<file path="src/rtl/xfilt_pkg.sv">
// ---------------------------------------------------------------
// xfilt_pkg : shared widths and sequencer state encoding for xfilter
// Rev 1.0
// ---------------------------------------------------------------
`default_nettype none

package xfilt_pkg;

  localparam int XFILT_XB = 10;
  localparam int XFILT_YB = 10;
  localparam int XFILT_PB = 8;

  typedef enum logic [2:0] {
    S_IDLE  = 3'd0,
    S_PRIME = 3'd1,
    S_RUN   = 3'd2,
    S_FLUSH = 3'd3,
    S_DONE  = 3'd4
  } state_t;

endpackage

`default_nettype wire

</file>
<file path="src/rtl/raster_counter.sv">
// ---------------------------------------------------------------
// raster_counter : column/row position with end-of-row/frame flags
// Rev 1.0
// ---------------------------------------------------------------
`default_nettype none

module raster_counter #(
  parameter int XB = 10,
  parameter int YB = 10
) (
  input  logic          clk,
  input  logic          rst,
  input  logic          load,
  input  logic [XB-1:0] width,
  input  logic [YB-1:0] height,
  input  logic          col_inc,
  input  logic          row_adv,
  output logic [XB-1:0] col,
  output logic [YB-1:0] row,
  output logic          end_of_row,
  output logic          end_of_frame
);

  logic [XB-1:0] r_width;
  logic [YB-1:0] r_height;
  logic [XB-1:0] r_col;
  logic [YB-1:0] r_row;

  always_ff @(posedge clk) begin
    if (rst) begin
      r_width  <= '0;
      r_height <= '0;
      r_col    <= '0;
      r_row    <= '0;
    end else if (load) begin
      r_width  <= width;
      r_height <= height;
      r_col    <= '0;
      r_row    <= '0;
    end else if (row_adv) begin
      r_col <= '0;
      r_row <= r_row + YB'(1);
    end else if (col_inc) begin
      r_col <= r_col + XB'(1);
    end
  end

  // Flags compare before the increment, so col never needs to exceed W.
  assign end_of_row   = (r_col == r_width - XB'(1));
  assign end_of_frame = (r_row == r_height - YB'(1));
  assign col          = r_col;
  assign row          = r_row;

endmodule

`default_nettype wire

</file>
<file path="src/rtl/xfilter_feeder.sv">
// ---------------------------------------------------------------
// xfilter_feeder : raster sequencer driving the 1-2-1 filter input
// Rev 1.0
// ---------------------------------------------------------------
`default_nettype none

module xfilter_feeder
  import xfilt_pkg::*;
#(
  parameter int XB = XFILT_XB,
  parameter int YB = XFILT_YB,
  parameter int PB = XFILT_PB
) (
  input  logic          clk,
  input  logic          rst,
  input  logic          i_start,
  input  logic [XB-1:0] i_width,
  input  logic [YB-1:0] i_height,
  input  logic          s_valid,
  input  logic [PB+1:0] s_pixel,
  output logic          s_ready,
  output logic          o_valid_new_pixel,
  output logic [PB+1:0] o_new_pixel,
  output logic          o_valid_lpos,
  output logic          o_valid_cpos,
  output logic          o_valid_rpos,
  output logic          o_rowM,
  output logic          o_busy,
  output logic          o_done
);

  state_t        r_state;
  logic          r_push;
  logic [PB+1:0] r_pixel;
  logic          r_lpos;
  logic          r_cpos;
  logic          r_rpos;
  logic          r_rowM;
  logic          r_done;

  logic [XB-1:0] w_col;
  logic [YB-1:0] w_row;
  logic          w_end_row;
  logic          w_last_row;
  logic          w_load;
  logic          w_hs;
  logic          w_row_adv;
  logic          w_first;

  assign s_ready   = (r_state == S_PRIME) || (r_state == S_RUN);
  assign o_busy    = s_ready || (r_state == S_FLUSH);
  assign w_hs      = s_valid && s_ready;
  assign w_load    = (r_state == S_IDLE) && i_start;
  assign w_row_adv = (r_state == S_FLUSH) && !w_last_row;
  // The pixel being accepted at col==1 completes the window for column 0.
  assign w_first   = (w_col == XB'(1));

  raster_counter #(
    .XB(XB),
    .YB(YB)
  ) u_cnt (
    .clk         (clk),
    .rst         (rst),
    .load        (w_load),
    .width       (i_width),
    .height      (i_height),
    .col_inc     (w_hs),
    .row_adv     (w_row_adv),
    .col         (w_col),
    .row         (w_row),
    .end_of_row  (w_end_row),
    .end_of_frame(w_last_row)
  );

  always_ff @(posedge clk) begin
    if (rst) begin
      r_state <= S_IDLE;
      r_push  <= 1'b0;
      r_pixel <= '0;
      r_lpos  <= 1'b0;
      r_cpos  <= 1'b0;
      r_rpos  <= 1'b0;
      r_rowM  <= 1'b0;
      r_done  <= 1'b0;
    end else begin
      r_push <= 1'b0;
      r_lpos <= 1'b0;
      r_cpos <= 1'b0;
      r_rpos <= 1'b0;
      r_rowM <= 1'b0;
      r_done <= 1'b0;
      case (r_state)
        S_IDLE: begin
          if (i_start) begin
            if ((i_width < XB'(2)) || (i_height == '0)) r_state <= S_DONE;
            else                                       r_state <= S_PRIME;
          end
        end
        S_PRIME: begin
          if (w_hs) begin
            r_push  <= 1'b1;
            r_pixel <= s_pixel;
            r_state <= S_RUN;
          end
        end
        S_RUN: begin
          if (w_hs) begin
            r_push  <= 1'b1;
            r_pixel <= s_pixel;
            r_lpos  <= w_first;
            r_cpos  <= !w_first;
            r_rowM  <= w_last_row;
            if (w_end_row) r_state <= S_FLUSH;
          end
        end
        S_FLUSH: begin
          r_rpos  <= 1'b1;
          r_rowM  <= w_last_row;
          r_state <= w_last_row ? S_DONE : S_PRIME;
        end
        S_DONE: begin
          r_done  <= 1'b1;
          r_state <= S_IDLE;
        end
        default: r_state <= S_IDLE;
      endcase
    end
  end

  assign o_valid_new_pixel = r_push;
  assign o_new_pixel       = r_pixel;
  assign o_valid_lpos      = r_lpos;
  assign o_valid_cpos      = r_cpos;
  assign o_valid_rpos      = r_rpos;
  assign o_rowM            = r_rowM;
  assign o_done            = r_done;

endmodule

`default_nettype wire

</file>
<file path="config.mk">
export PLATFORM = sky130hd
export DESIGN_NAME = xfilter_feeder
export DESIGN_NICKNAME = d
export VERILOG_FILES = /design/src/rtl/xfilt_pkg.sv /design/src/rtl/raster_counter.sv /design/src/rtl/xfilter_feeder.sv
export SDC_FILE = /design/constraint.sdc
export NUM_CORES = 1
export LEC_CHECK = 0
export CORE_ASPECT_RATIO = 1.4
export CORE_UTILIZATION = 40
export CTS_BUF_LIST = sky130_fd_sc_hd__clkbuf_16
export CTS_CLUSTER_SIZE = 8
export DETAILED_ROUTE_END_ITERATION = 10
export GPL_TIMING_DRIVEN = 0
export PLACE_DENSITY_LB_ADDON = 0.2
export SLEW_MARGIN = 25
export SYNTH_ARGS = -nofsm -noshare
export SYNTH_HDL_FRONTEND = slang
export SYNTH_HIERARCHICAL = 1
export SYNTH_SLANG_ARGS = --single-unit
export TNS_END_PERCENT = 30
</file>
<file path="constraint.sdc">
create_clock -name clk -period 7.25 [get_ports clk]
set_input_delay 0.725 -clock clk [delete_from_list [all_inputs] [get_ports clk]]
set_output_delay 0.725 -clock clk [all_outputs]
set_load 0.01 [all_outputs]
</file>
**Word level (Yosys, flattened, before mapping)**

Cells that the tools add are included.

- Register bits: 59
- Output and inout port bits: 18
- Input bits: 34
- Logic and storage cells: 60

- Add/subtract/negate cells: 4
- Reductions and logical operators: 17
- Equal/unequal tests: 11
- Multiplexer cells: 12
- Bitwise logic cells: 3
- Magnitude comparators: 1

Operator list:

| operator | count |
|---|---|
| 10-bit by 1-bit adder with 10-bit output, second input constant | 2 |
| 10-bit == test | 2 |
| 10-bit by 1-bit subtractor with 10-bit output, second input constant | 2 |
| 3-bit two-way mux | 6 |
| 3-bit one-hot mux with 4 select lines | 1 |
| 10-bit by 1-bit == test with 1-bit output, second input constant | 1 |
| 10-bit logical NOT | 1 |
| 10-bit by 2-bit < comparator with 1-bit output, second input constant | 1 |
| 3-bit by 2-bit == test with 1-bit output, second input constant | 2 |
| 2-bit by 1-bit inequality test with 1-bit output, second input constant | 3 |
| 2-bit OR reduction | 3 |
| 3-bit OR reduction | 2 |
| 1-bit two-way mux | 4 |
| 4-bit AND reduction | 1 |
| 3-bit by 1-bit == test with 1-bit output, second input constant | 1 |
| 3-bit == test, second input constant | 1 |
| 1-bit logical AND | 3 |
| 3-bit logical NOT | 1 |
| 1-bit logical OR | 3 |
| 1-bit inverter | 3 |
| 1-bit logical NOT | 2 |
| 2-bit inequality test, second input constant | 1 |
| 1-bit one-hot mux with 2 select lines | 1 |
| 2-bit AND reduction | 1 |

**Depth between registers and ports, before layout**

Gate-level depths: netlist of run 1.

- Depth after elaboration: 5
- Depth in mapped cells: 14
- Gate-level depth less buffers: 13

**Hierarchy**

Netlist of run 1, hierarchy kept.

Modules (own cells, without submodules):

| module | area an instance (µm²) | cells an instance | sequential area each (µm²) | instances |
|---|---|---|---|---|
| raster_counter | 2262.2 | 258 | 800.8 | 1 |
| xfilter_feeder | 825.8 | 88 | 380.4 | 1 |

**Worst setup path before layout of run 1**

OpenSTA, ideal clock, no wires.

- Path kind: register to register
- From: register u_cnt.r_height[3]
- To: register u_cnt.r_row[9] (netlist: u_cnt/row[9])
- Arrival: 2.875 ns
- Buffers on the path: 0
- Setup slack: 4.304 ns
- Library setup time: 0.071 ns
- Stages on the path, launching flop included: 12
- Cell sequence: dfxtp_1 or4_4 o21a_1 o21ai_1 a32oi_1 and4_1 nor3b_1 nand4_1 nor2_1 nand2_1 or3_1 a21oi_1

- Word-level cells in the longest chain between the ends: 4

Ends and longest elaborated chain:

| element | line | source |
|---|---|---|
| from (decl) | raster_counter.sv:25 | `logic [YB-1:0] r_height;` |
| from (signal assigned) | raster_counter.sv:37 | `r_height <= height;` |
| 10-bit by 1-bit subtractor with 10-bit output | raster_counter.sv:50 | `assign end_of_frame = (r_row == r_height - YB'(1));` |
| 10-bit == test | raster_counter.sv:50 |  |
| net w_last_row | xfilter_feeder.sv:44 | `logic w_last_row;` |
| 1-bit logical NOT | xfilter_feeder.sv:54 | `assign w_row_adv = (r_state == S_FLUSH) && !w_last_row;` |
| 1-bit logical AND | xfilter_feeder.sv:54 |  |
| net w_row_adv | xfilter_feeder.sv:47 | `logic w_row_adv;` |
| to (signal assigned) | raster_counter.sv:42 | `r_row <= r_row + YB'(1);` |
| to (decl) | raster_counter.sv:27 | `logic [YB-1:0] r_row;` |

The timed path passes the listed nets, and every way through them passes these cells.
A chain may end at the register's enable or synchronous reset.

**Worst setup path after layout of run 1**

Same ends and word-level chain as after synthesis.

==> run_results.csv, run 1 <==
group,metric,value,unit
sta,drv_slew,0,
synth,synth_compound_area_share,6.969,%
pwr,peakVddDrop,0.1532,mV
global_routing,grt_pass1_wl,11410,um
sta,finalSetupViolCount,0,
synth,synth_flop_cell,"dfxtp_1",
sta,finalCriticalPeriod,3.515,ns
worst_setup_path,cp-start-kind,"flop",
worst_setup_path,critPathBufInv,0,
min_path,worstHoldPathCells,2,
routing,vias_per_cell,5.110,
cts,cts_made_buffers,9,
min_path,min_to,"o_new_pixel[6]",
sta,relSlewSlack,46.82,%
routing,drt-wirelength-per-cell,13.25,um
cts,clock_sinks,59,
routing,drc,0,
synth,synthAdderAreaFrac,1.621,%
pwr,p_clk_share,39.6,%
layout,diodes,0,
worst_setup_path,path_class,"reg2reg",
pwr,pwr-share-comb,27.8,%
pwr,pwr-share-seq,32.6,%
place,place_congestion,0.7803,
layout,area_growth_syn_to_layout,31.20,%
synth,yosys.area_share.simple,26.54,%
worst_setup_path,slowest_stage,"nor3b_1",
cts,clk_latency,0.33,ns
cts,cts_tree,"done",
layout,layout_commonest_cell,"nor2_1",
synth,synth-seq-area-share,38.25,%
synth,synth-xor-area-share,11.91,%
routing,topRoutingLayerUsed,"met4",
layout,fin_area,4051,sq um
worst_setup_path,arrival,3.77,ns
routing,wl,6756,um
worst_setup_path,r2r_end,"u_cnt/row[9]",
sta,fmax,0.2845,GHz
layout,drive_gt1_share,7.022,%
global_routing,antenna_found_initial,0,
outcome,status,"finished, final reports clean",
sta,fin_ws,3.735,ns
synth,synthCells,346,
worst_setup_path,end_kind,"flop",
min_path,min_from,"o_new_pixel[6]",
cts,cts_resized,0,
pwr,p_sw_share,28.24,%
die,core,7407,sq um
worst_setup_path,slowest_delay,0.68,ns
worst_setup_path,regToRegSetupSlack,3.73,ns
cts,cts_buffer_depth,2,
synth,synth.distinct_cells,49,
synth,syn_area,3088,sq um
cts,cts_root_buf,"clkbuf_16",
die,die_h,106.0,um
worst_setup_path,cp_max_fo,7,
synth,ys.warnings.count,6,
place,hpwl,4941,um
cts,cts_hold_buf,0,
sta,whs,0.4858,ns
synth,ys_ff_latch,59,
sta,rsz0062_at_grt,"false",
routing,met2RoutedLength,3366,um
layout,final_util,54.70,%
worst_setup_path,required,7.50,ns
sta,clock_skew,0.007976,ns
pwr,power_switching,337.0,uW
sta,final_hold_viol_count,0,
cts,cts_setup_buffers,0,
pwr,p_int,856.3,uW
layout,layout_common_cells,"nor2_1, dfxtp_1, clkdlybuf4s50_1, mux2i_1, xor2_1",
die,rows,37,
job,max_cap_viol_count,0,
routing,drtPass1Iterations,6,
sta,fin_setup_tns,0,ns
routing,vias,2606,
cts,path_clk_slew,0.05,ns
pwr,p_leak,1.476,nW
routing,wl_met3,239,um
global_routing,grt_use_total,17.87,%
pwr,power.density,294.5,nW/um^2
synth,synth_fp_nets,384,
die,io-pin-count,52,
worst_setup_path,crit_chain,"or4_4 > o21a_1 > o21ai_1 > a32oi_1 > and4_1 > nor3b_1 > nand4_1 > nor2_1 > nand2_1 > or3_1 > a21oi_1",
place,dp_slack,3.810,ns
place,placed_area,3720,sq um
synth,synth_top_family_by_area,"simple AND/OR/NAND/NOR gates",
global_routing,overflow,0,
pwr,total_power,1.193,mW
place,dp.cells,494,
place,portBuffers,51,
synth,synth.area.mux_share,11.02,%
sta,tightestPinTransition,0.7960,ns
routing,wl_met1,3026,um
min_path,hp-class,"reg2reg",
worst_setup_path,rr_worst_depth,11,
synth,synth-edff-count,0,
die,initial_core_util,41.69,%
routing,first_iter_violations,104,
synth,syn_area_per_cell,8.925,sq um
worst_setup_path,timing.rr.start,"u_cnt/r_height[3]",
worst_setup_path,cp_top_family,"simple AND/OR/NAND/NOR gates",
layout,nets,446,
global_routing,grt_start_max_net_pins,12,
die,die-area,8080,sq um
synth,synthArstFlopShare,0,%
sta,fin_crit_sh,48.49,%
layout,fin_cells,510,
cts,htreeDepth,3,
routing,ant_nets,0,
global_routing,grt_pass1_vias,2480,
die,die_w,76.26,um
## worst min-delay path: cells and delay by family (launching register included)
family           cells  cell delay [ns]
DFF                  1             0.32
and+or+nand+nor      1             0.07
muxes                1             0.06
## worst max-delay path by stage
stage | start | end | slack [ns] | depth (start not counted)
global route | u_cnt/r_height[3] | u_cnt/row[9] | 3.49 | 11
detailed placement | u_cnt/r_height[0] | u_cnt/row[9] | 3.81 | 14
CTS | u_cnt/r_height[3] | u_cnt/row[9] | 3.77 | 11
floorplan | u_cnt/r_height[3] | u_cnt/row[9] | 4.30 | 11
finish | u_cnt/r_height[3] | u_cnt/row[9] | 3.73 | 11
global placement | u_cnt/r_height[0] | u_cnt/row[9] | 3.84 | 14
## flip-flops by register name, summed over array words and instances, names as in the netlist, 3 cells and up
signal,count
u_cnt/r_height,10
r_state,3
o_new_pixel,10
u_cnt/col,10
u_cnt/r_width,10
u_cnt/row,10
## per-layer routing
metal,up-vias,global-route usage [%]
met5,-,0
met1,1206,20.98
met3,10,4.206
met4,0,9.478
li1,1341,-
met2,49,30.05
## final cells by class
class                   instances  area, sq um
fillers                       705         3356
clock inverters                 7        106.4
inverters                       8        30.03
multi-input cells             262         1793
well taps                      97        121.4
plain buffers                  17        83.83
clock buffers                   9        225.2
repair buffers                 51        510.5
flip-flops and latches         59         1181
## cell families (layout without fill, tap and decap cells)
logic type / after synthesis / after routing
buf+inv: 25 / 92
mux: 34 / 34
flops: 59 / 59
simple gates: 150 / 150
compound gates: 35 / 35
xor+xnor: 39 / 39
fa+ha+maj: 4 / 4
## cells in the mapped netlist, drive strengths merged, types with 2 or more instances
| master | number | share of area (%) |
|---|---|---|
| nor2 | 63 | 7.7 |
| dfxtp | 59 | 38 |
| mux2i | 34 | 11 |
| xnor2 | 20 | 6.5 |
| xor2 | 19 | 5.4 |
| nand4 | 14 | 2.8 |
| nand2 | 13 | 1.6 |
| clkbuf | 11 | 1.3 |
| nor4 | 11 | 3.1 |
| o21ai | 10 | 1.6 |
| a21oi | 9 | 1.5 |
| inv | 8 | 0.97 |
| nand3 | 8 | 1.3 |
| or3 | 7 | 1.4 |
| buf | 6 | 1.4 |
| nor3 | 6 | 1.3 |
| a31oi | 5 | 1.0 |
| nor2b | 5 | 1.0 |
| ha | 4 | 1.6 |
| nor4b | 4 | 1.1 |
| and3b | 3 | 0.85 |
| nor3b | 3 | 1.1 |
| a32oi | 2 | 0.57 |
| and2 | 2 | 0.41 |
| nand2b | 2 | 0.41 |
| o21a | 2 | 0.49 |
| or2 | 2 | 0.41 |
## power by group through the flow
stage | sequential [mW] | clock, mW | combinational, mW
3_3_place_gp | 0.395 | 0 | 0.328
2_1_floorplan | 0.394 | 0 | 0.235
4_1_cts | 0.390 | 0.480 | 0.334
3_5_place_dp | 0.396 | 0 | 0.331
6_report | 0.389 | 0.473 | 0.331
5_1_grt | 0.394 | 0.501 | 0.367
No activity file was read; power rests on OpenSTA's default activity.
==> run 2: changes to the inputs <==
==> constraint.sdc (replaced) <==
create_clock -name clk -period 3.3 [get_ports clk]
set_input_delay 0.33 -clock clk [delete_from_list [all_inputs] [get_ports clk]]
set_output_delay 0.33 -clock clk [all_outputs]
set_load 0.01 [all_outputs]
==> run 2 against run 1 <==
  * Sequential share of layout area is 0.081 points lower
  * Hold slack stayed put
  * Clock skew is 0.0016 ns lower
  * Cell area is 0.28% higher
  * Power is 120% higher
  * Die area stayed put
  * Flip-flop and latch count stayed put
  * Count of clock-buffer cells in the layout stayed put
  * Routed wire length is 0.44% higher
  * Via count is 0.38% higher
  * Cell count stayed put
==> run_results.csv, run 2 (synthesis results as in run 1) <==
group,metric,value,unit
outcome,status,"finished, final reports clean",
worst_setup_path,required,3.55,ns
cts,cts_root_buf,"clkbuf_16",
layout,layout_commonest_cell,"nor2_1",
worst_setup_path,end_kind,"flop",
cts,cts_made_buffers,9,
pwr,p_leak,1.477,nW
layout,diodes,0,
pwr,total_power,2.627,mW
die,io-pin-count,52,
global_routing,grt_pass1_wl,11410,um
die,die_h,106.0,um
place,portBuffers,51,
die,core,7407,sq um
worst_setup_path,cp_max_fo,7,
global_routing,antenna_found_initial,0,
global_routing,grt_pass1_vias,2496,
place,hpwl,4941,um
cts,path_clk_slew,0.05,ns
layout,layout_common_cells,"nor2_1, dfxtp_1, clkdlybuf4s50_1, mux2i_1, xor2_1",
global_routing,grt_use_total,17.89,%
global_routing,overflow,0,
die,die-area,8080,sq um
layout,fin_cells,510,
layout,area_growth_syn_to_layout,31.56,%
sta,fmax,0.3238,GHz
routing,wl,6786,um
routing,vias,2616,
sta,finalSetupViolCount,0,
worst_setup_path,r2r_end,"u_cnt/row[9]",
place,dp.cells,494,
cts,cts_hold_buf,0,
routing,drt-wirelength-per-cell,13.31,um
sta,tightestPinTransition,0.6485,ns
global_routing,grt_start_max_net_pins,12,
cts,htreeDepth,3,
cts,cts_tree,"done",
worst_setup_path,critical_path.startpoint,"u_cnt/r_height[3]",
worst_setup_path,regToRegSetupSlack,0.21,ns
cts,cts_resized,1,
routing,drc,0,
min_path,min_from,"o_new_pixel[6]",
sta,relSlewSlack,56.20,%
cts,clock_sinks,59,
min_path,worstHoldPathCells,2,
routing,vias_per_cell,5.129,
sta,rsz0062_at_grt,"false",
sta,finalCriticalPeriod,3.088,ns
cts,cts_setup_buffers,0,
layout,n_fill_cell,705,
sta,fin_crit_sh,93.58,%
cts,clk_latency,0.32,ns
worst_setup_path,arrival,3.34,ns
worst_setup_path,rr_worst_depth,11,
layout,nets,446,
layout,multiInputGateArea,1804,sq um
die,initial_core_util,41.69,%
die,rows,37,
die,die_w,76.26,um
place,place_congestion,0.7803,
min_path,hp-class,"reg2reg",
pwr,power.density,646.6,nW/um^2
worst_setup_path,path_class,"reg2reg",
layout,seq_area,1181,sq um
pwr,peakVddDrop,0.3370,mV
sta,clock_skew,0.006360,ns
worst_setup_path,cp-endpoint,"u_cnt/row[9]",
sta,final_hold_viol_count,0,
routing,ant_nets,0,
routing,first_iter_violations,87,
cts,cts_buffer_depth,2,
routing,drtPass1Iterations,4,
worst_setup_path,timing.rr.start,"u_cnt/r_height[3]",
layout,drive_gt1_share,7.264,%
job,max_cap_viol_count,0,
sta,drv_slew,0,
worst_setup_path,cp-start-kind,"flop",
run 2: cell types whose count changed in the layout (fill, tap and decap cells not counted):
| cell | previous run | this run |
|---|---|---|
| nor3b_1 | 2 | 1 |
| nor3b_4 | 1 | 2 |
run 2: worst min path at each step:
stage / slack (ns) / endpoint
after floorplan: 0.40 / o_valid_new_pixel
after global routing: 0.51 / o_new_pixel[2]
after global placement: 0.47 / o_new_pixel[7]
after detailed placement: 0.48 / o_new_pixel[6]
after CTS: 0.50 / o_new_pixel[6]
final: 0.49 / o_new_pixel[6]
run 2: report_power, final:
group | total [mW] | internal [mW] | switching [mW]
logic | 0.734 | 0.375 | 0.359
clock network | 1.04 | 0.727 | 0.311
registers | 0.856 | 0.782 | 0.0739
run 2: layout make-up:
| type | instances | share of cell area [%] |
|---|---|---|
| clock inverter | 7 | 2.618 |
| sequential | 59 | 29.07 |
| multi-input combinational | 262 | 44.41 |
| tap | 97 | 2.987 |
| buffer | 17 | 2.063 |
| timing repair buffer | 51 | 12.57 |
| clock buffer | 9 | 5.544 |
| inverter | 8 | 0.7391 |
run 2: per-stage QoR:
| stage | worst slack [ns] | TNS [ns] | hold WS [ns] | utilization [%] | area (sq um) |
|---|---|---|---|---|---|
| after floorplan | 0.3540 | 0 | 0.4016 | - | 3088 |
| after global placement | -0.1084 | -0.1084 | 0.4723 | 50.22 | 3720 |
| after detailed placement | -0.1398 | -0.1514 | 0.4828 | 50.22 | 3720 |
| after CTS | 0.1361 | 0 | 0.4951 | 54.76 | 4056 |
| after global routing | 0.002245 | 0 | 0.5113 | 54.85 | 4063 |
| final | 0.2119 | 0 | 0.4858 | 54.85 | 4063 |
run 2: worst max-delay path, cell delays in order, from the launching register on:
cell and delay [ns]:
dfxtp_1 0.36, or4_4 0.58, o21a_1 0.19, o21ai_1 0.19
a32oi_1 0.07, and4_1 0.28, nor3b_4 0.34, nand4_1 0.20
nor2_1 0.25, nand2_1 0.11, or3_1 0.31, a21oi_1 0.14
run 2: layer usage:
metal  vias to the layer above  wire length (um)  track usage, %
met4                         0               168           9.478
met1                      1210              3017           20.87
met2                        50              3359           30.24
li1                       1344                 -               -
met5                         -                 0               0
met3                        12               241           4.206
